### src/rtl/wb_classic_controller.sv
// rtl/wb_classic_controller.sv - Wishbone classic controller: one command in, one bus cycle with retry/timeout, one response out
module wb_classic_controller #(
  parameter int DAT_WIDTH = 8,
  parameter int ADR_WIDTH = 16,
  parameter int SEL_WIDTH = DAT_WIDTH / 8,
  parameter int MAX_RETRY = 3,
  parameter int TIMEOUT   = 16,
  parameter int RETRY_GAP = 1
) (
  input  logic                 clk_i,
  input  logic                 rst_i,
  input  logic                 cmd_valid_i,
  output logic                 cmd_ready_o,
  input  logic                 cmd_we_i,
  input  logic [ADR_WIDTH-1:0] cmd_adr_i,
  input  logic [DAT_WIDTH-1:0] cmd_dat_i,
  input  logic [SEL_WIDTH-1:0] cmd_sel_i,
  output logic                 rsp_valid_o,
  input  logic                 rsp_ready_i,
  output logic [DAT_WIDTH-1:0] rsp_dat_o,
  output logic [1:0]           rsp_status_o,
  output logic                 cyc_o,
  output logic                 stb_o,
  output logic                 we_o,
  output logic [ADR_WIDTH-1:0] adr_o,
  output logic [DAT_WIDTH-1:0] dat_o,
  output logic [SEL_WIDTH-1:0] sel_o,
  input  logic                 ack_i,
  input  logic                 err_i,
  input  logic                 rty_i,
  input  logic [DAT_WIDTH-1:0] dat_i
);

  localparam int RW = (MAX_RETRY > 0) ? $clog2(MAX_RETRY + 1) : 1;
  localparam int TW = (TIMEOUT > 0) ? $clog2(TIMEOUT + 1) : 1;
  localparam int GW = $clog2(RETRY_GAP + 1);

  localparam logic [1:0] ST_OK = 2'b00, ST_ERR = 2'b01, ST_RTY = 2'b10, ST_TMO = 2'b11;

  typedef enum logic [1:0] {IDLE, REQ, GAP, RESP} state_t;
  state_t state, state_n;

  logic          we_q;
  logic [RW-1:0] retry_cnt;
  logic [TW-1:0] to_cnt;
  logic [GW-1:0] gap_cnt;
  logic          retry_last, to_expire, gap_done;

  assign retry_last = (retry_cnt == RW'(MAX_RETRY));
  assign to_expire  = (TIMEOUT > 0) && (to_cnt == TW'(TIMEOUT - 1));
  assign gap_done   = (gap_cnt == GW'(RETRY_GAP - 1));

  always_ff @(posedge clk_i or posedge rst_i) begin
    if (rst_i) state <= IDLE;
    else       state <= state_n;
  end

  always_comb begin
    state_n = state;
    case (state)
      IDLE: if (cmd_valid_i) state_n = REQ;
      REQ: begin
        if (err_i)            state_n = RESP;
        else if (rty_i)       state_n = retry_last ? RESP : GAP;
        else if (ack_i)       state_n = RESP;
        else if (to_expire)   state_n = RESP;
      end
      GAP:  if (gap_done)    state_n = REQ;
      RESP: if (rsp_ready_i) state_n = IDLE;
      default:               state_n = IDLE;
    endcase
  end

  always_comb begin
    cmd_ready_o = 1'b0;
    cyc_o       = 1'b0;
    stb_o       = 1'b0;
    we_o        = 1'b0;
    rsp_valid_o = 1'b0;
    case (state)
      IDLE: cmd_ready_o = 1'b1;
      REQ: begin
        cyc_o = 1'b1;
        stb_o = 1'b1;
        we_o  = we_q;
      end
      RESP:    rsp_valid_o = 1'b1;
      default: ;
    endcase
  end

  // Holding registers drive the bus directly, so they also "hold last value" outside REQ.
  always_ff @(posedge clk_i or posedge rst_i) begin
    if (rst_i) begin
      we_q         <= 1'b0;
      adr_o        <= '0;
      dat_o        <= '0;
      sel_o        <= '0;
      rsp_dat_o    <= '0;
      rsp_status_o <= ST_OK;
      retry_cnt    <= '0;
      to_cnt       <= '0;
      gap_cnt      <= '0;
    end else begin
      case (state)
        IDLE: if (cmd_valid_i) begin
          we_q      <= cmd_we_i;
          adr_o     <= cmd_adr_i;
          dat_o     <= cmd_dat_i;
          sel_o     <= cmd_sel_i;
          retry_cnt <= '0;
          to_cnt    <= '0;
        end
        REQ: begin
          if (err_i) begin
            rsp_status_o <= ST_ERR;
            rsp_dat_o    <= '0;
          end else if (rty_i) begin
            if (retry_last) begin
              rsp_status_o <= ST_RTY;
              rsp_dat_o    <= '0;
            end else begin
              retry_cnt <= retry_cnt + RW'(1);
              to_cnt    <= '0;
              gap_cnt   <= '0;
            end
          end else if (ack_i) begin
            rsp_status_o <= ST_OK;
            rsp_dat_o    <= we_q ? '0 : dat_i;
          end else if (to_expire) begin
            rsp_status_o <= ST_TMO;
            rsp_dat_o    <= '0;
          end else if (TIMEOUT > 0) begin
            to_cnt <= to_cnt + TW'(1);
          end
        end
        GAP: begin
          gap_cnt <= gap_cnt + GW'(1);
          to_cnt  <= '0;
        end
        default: ;
      endcase
    end
  end

endmodule

### config.mk
export PLATFORM = sky130hd
export DESIGN_NAME = wb_classic_controller
export DESIGN_NICKNAME = d
export VERILOG_FILES = /design/src/rtl/wb_classic_controller.sv
export SDC_FILE = /design/constraint.sdc
export NUM_CORES = 1
export LEC_CHECK = 0
export BUFFER_PORTS_ARGS = -buffer_cell sky130_fd_sc_hd__buf_2
export CAP_MARGIN = 20
export CORE_ASPECT_RATIO = 1.25
export CORE_MARGIN = 2
export CORE_UTILIZATION = 54
export CTS_BUF_LIST = sky130_fd_sc_hd__clkbuf_2 sky130_fd_sc_hd__clkbuf_4 sky130_fd_sc_hd__clkbuf_8
export DETAILED_ROUTE_END_ITERATION = 16
export HOLD_SLACK_MARGIN = 0.08
export PLACE_DENSITY = 0.93
export SYNTH_ARGS = -nofsm -noshare
export SYNTH_HDL_FRONTEND = slang
export SYNTH_SLANG_ARGS = --single-unit
### constraint.sdc
create_clock -name clk_i -period 3.31 [get_ports clk_i]
set_clock_uncertainty 0.15 [all_clocks]
set_input_delay 0.331 -clock clk_i [delete_from_list [all_inputs] [get_ports clk_i]]
set_output_delay 0.331 -clock clk_i [all_outputs]
set_load 0.005 [all_outputs]
==> flow_summary.ini <==
[outcome]
status = complete, no violations

[setup_path]
cp.required_ns = 3.34
crit_type = reg2reg
start_kind = register
arrival_ns = 2.31
end_kind = register
crit_fanout = 17

[clock_network]
cts_buffer_depth = 2
clk_pin_slew_ns = 0.08
clk_latency_ns = 0.29
post-cts-setup-buffers = 0
h-tree-depth = 2
clock-root-buffer = clkbuf_8
numCtsBuffers = 5
clock-sinks = 46
cts_resized = 0
cts_tree = yes
holdBufCountCts = 1

[timing]
period_minus_slack_ns = 2.28
finalWorstSetupSlack_ns = 1.03
setup_viol = 0
slew_headroom_pct = 54.3
worst_slew_pin_slew_ns = 0.684
fin_crit_sh_pct = 69.0
drv_slew = 0
whs_ns = 0.117
hold_viol_final = 0
fmax_ghz = 0.438
setup_tns_ns = 0
rsz0062_at_grt = no

[die]
die_y_um = 73.7
initial_core_util_pct = 55.9
dieWidth_um = 59.8
io_pins = 81
design.die.area_mm2 = 0.00441
rows = 25
coreArea_mm2 = 0.00375

[final_layout]
fillers = 273
area_growth_syn_to_layout_pct = 22.8
insertedDiodeCount = 0
final_cell_mix = buf_2 (80), dfrtp_1 (46), mux2_2 (27)
regArea_mm2 = 0.00115
fin_nets = 294
multi_input_area_um2 = 823
drive_gt1_share_pct = 53.6
final_core_util_pct = 68.7
final_common_cell = buf_2

[power_and_ir_drop]
swShare_pct = 33.0
switchingPower_w = 0.000683
powerDensity_mw_per_mm2 = 803
leakagePower_nw = 1.27
pwr-share-comb_pct = 39.6
total_power_w = 0.00207
p_int_w = 0.00139
seqPwrFrac_pct = 45.3
ir_worst_vdd_mv = 0.540
clock_power_share_pct = 15.1

[worst_hold_path]
worstHoldPathType = in2reg

[synthesis]
syn_inst = 170
yosysSeqAreaShare_pct = 54.8
synthArstFlopShare_pct = 100
syn_avg_cell_area_um2 = 12.4
synth_nets = 214
synth-simple-area-share_pct = 11.7
synth-adder-area-share_pct = 1.79
synth_flop_cell = dfrtp_1
ys_ff_latch = 46
synth_area_mm2 = 0.00210
synth_xor_area_share_pct = 0
synth_top_family_by_area = multiplexers
ys_types = 36
ys_warn_count = 0
synth_compound_area_share_pct = 10.5
synth_edf_count = 0
muxShareOfSynthArea_pct = 15.2

[grt]
grt_pass1_vias = 1506
grt-ovfl-total = 0
grt_max_degree = 32
antenna_found_initial = 0
grtUsageTotal_pct = 20.2
grt_first_pass_wirelength_um = 6600

[flow_run]
maxCapViolCount = 0

[drt]
vias = 1568
drc = 0
drt-total-wl_um = 4120
drt_iter0_markers = 39
drtAntennaViolNets = 0
dr.pass1.iters = 4
vias_per_cell = 5.41
wl_per_cell_um = 14.2

[placed_design]
io_buffers = 80
dp_hpwl_um = 3190
place_congestion = 0.777
post-place-ws_ns = 1.05
## through the flow
stage	cells	area, um2
after floorplan	170	2100
after global placement	282	2490
after detailed placement	282	2490
after CTS	290	2580
after global routing	290	2580
final	290	2580
## kinds of logic (layout without fill, tap and decap cells)
logic type	Yosys count	in the layout
AO/OA/AOI/OAI	29	29
adder cells (fa/ha/maj)	3	3
buffers and inverters	23	103
flip-flops	46	46
multiplexers	28	28
AND/OR/NAND/NOR	41	41
## path summary, 6_finish.rpt
check                                 startpoint                          end  slack, ns  depth (start not counted)
setup / recovery           to_cnt[0]$_DFFE_PP0P_  rsp_status_o[1]$_DFFE_PP0P_       1.03                          6
hold reg to reg            to_cnt[4]$_DFFE_PP0P_        to_cnt[4]$_DFFE_PP0P_       0.34                          2
min in group asynchronous                  rst_i         adr_o[1]$_DFFE_PP0P_       0.43                          3
max in group asynchronous                  rst_i         dat_o[3]$_DFFE_PP0P_       1.85                          4
setup reg to reg           to_cnt[0]$_DFFE_PP0P_  rsp_status_o[1]$_DFFE_PP0P_       1.03                          6
hold / removal                     cmd_adr_i[14]        adr_o[14]$_DFFE_PP0P_       0.12                          2
## layer usage
metal / vias to the layer above / GRT usage [%] / wire length [um]
met1: 749 / 23.6 / 1740
li1: 752 / - / -
met4: 0 / 6.67 / 55
met2: 61 / 35.3 / 2060
met5: - / 0 / 0
met3: 6 / 5.63 / 263
## power by group through the flow
stage          Combinational, W  Sequential (W)  Clock, W
5_1_grt                0.000917        0.000975  0.000351
3_3_place_gp           0.000799        0.000936         0
4_1_cts                0.000831        0.000938  0.000320
6_report               0.000820        0.000937  0.000312
3_5_place_dp           0.000828        0.000950         0
2_1_floorplan          0.000547        0.000933         0
## worst max-delay path, cell delays in order, from the launching register on
cell and delay (ns):
dfrtp_1 0.41, ha_1 0.24, and3_1 0.20, ha_1 0.20
or4_4 0.42, and3_4 0.24, mux2_4 0.31
## synthesized netlist by cell type, drive strengths merged (3+ instances only)
master,instances,area [um2]
dfrtp,46,1150
mux2,28,319
o21ai,16,110
inv,13,48.8
buf,10,76.3
nand3,10,50.1
nor2,7,26.3
nand2,6,22.5
a22o,3,26.3
and2,3,18.8
and3,3,23.8
ha,3,37.5
## area by class of cell
class | instances | share of cell area (%)
well taps | 40 | 1.94
repair buffers | 83 | 16.5
inverters | 13 | 1.89
clock inverters | 2 | 0.388
multi-input cells | 101 | 31.9
clock buffers | 5 | 2.67
flip-flops and latches | 46 | 44.7
## sequential cells by signal (all words and copies together), names as in the netlist
name / cells
adr_o: 16
dat_o: 8
gap_cnt: 1
retry_cnt: 2
rsp_dat_o: 8
rsp_status_o: 2
sel_o: 1
state: 2
to_cnt: 5
we_q: 1
Power figures use the tool's default switching activity.
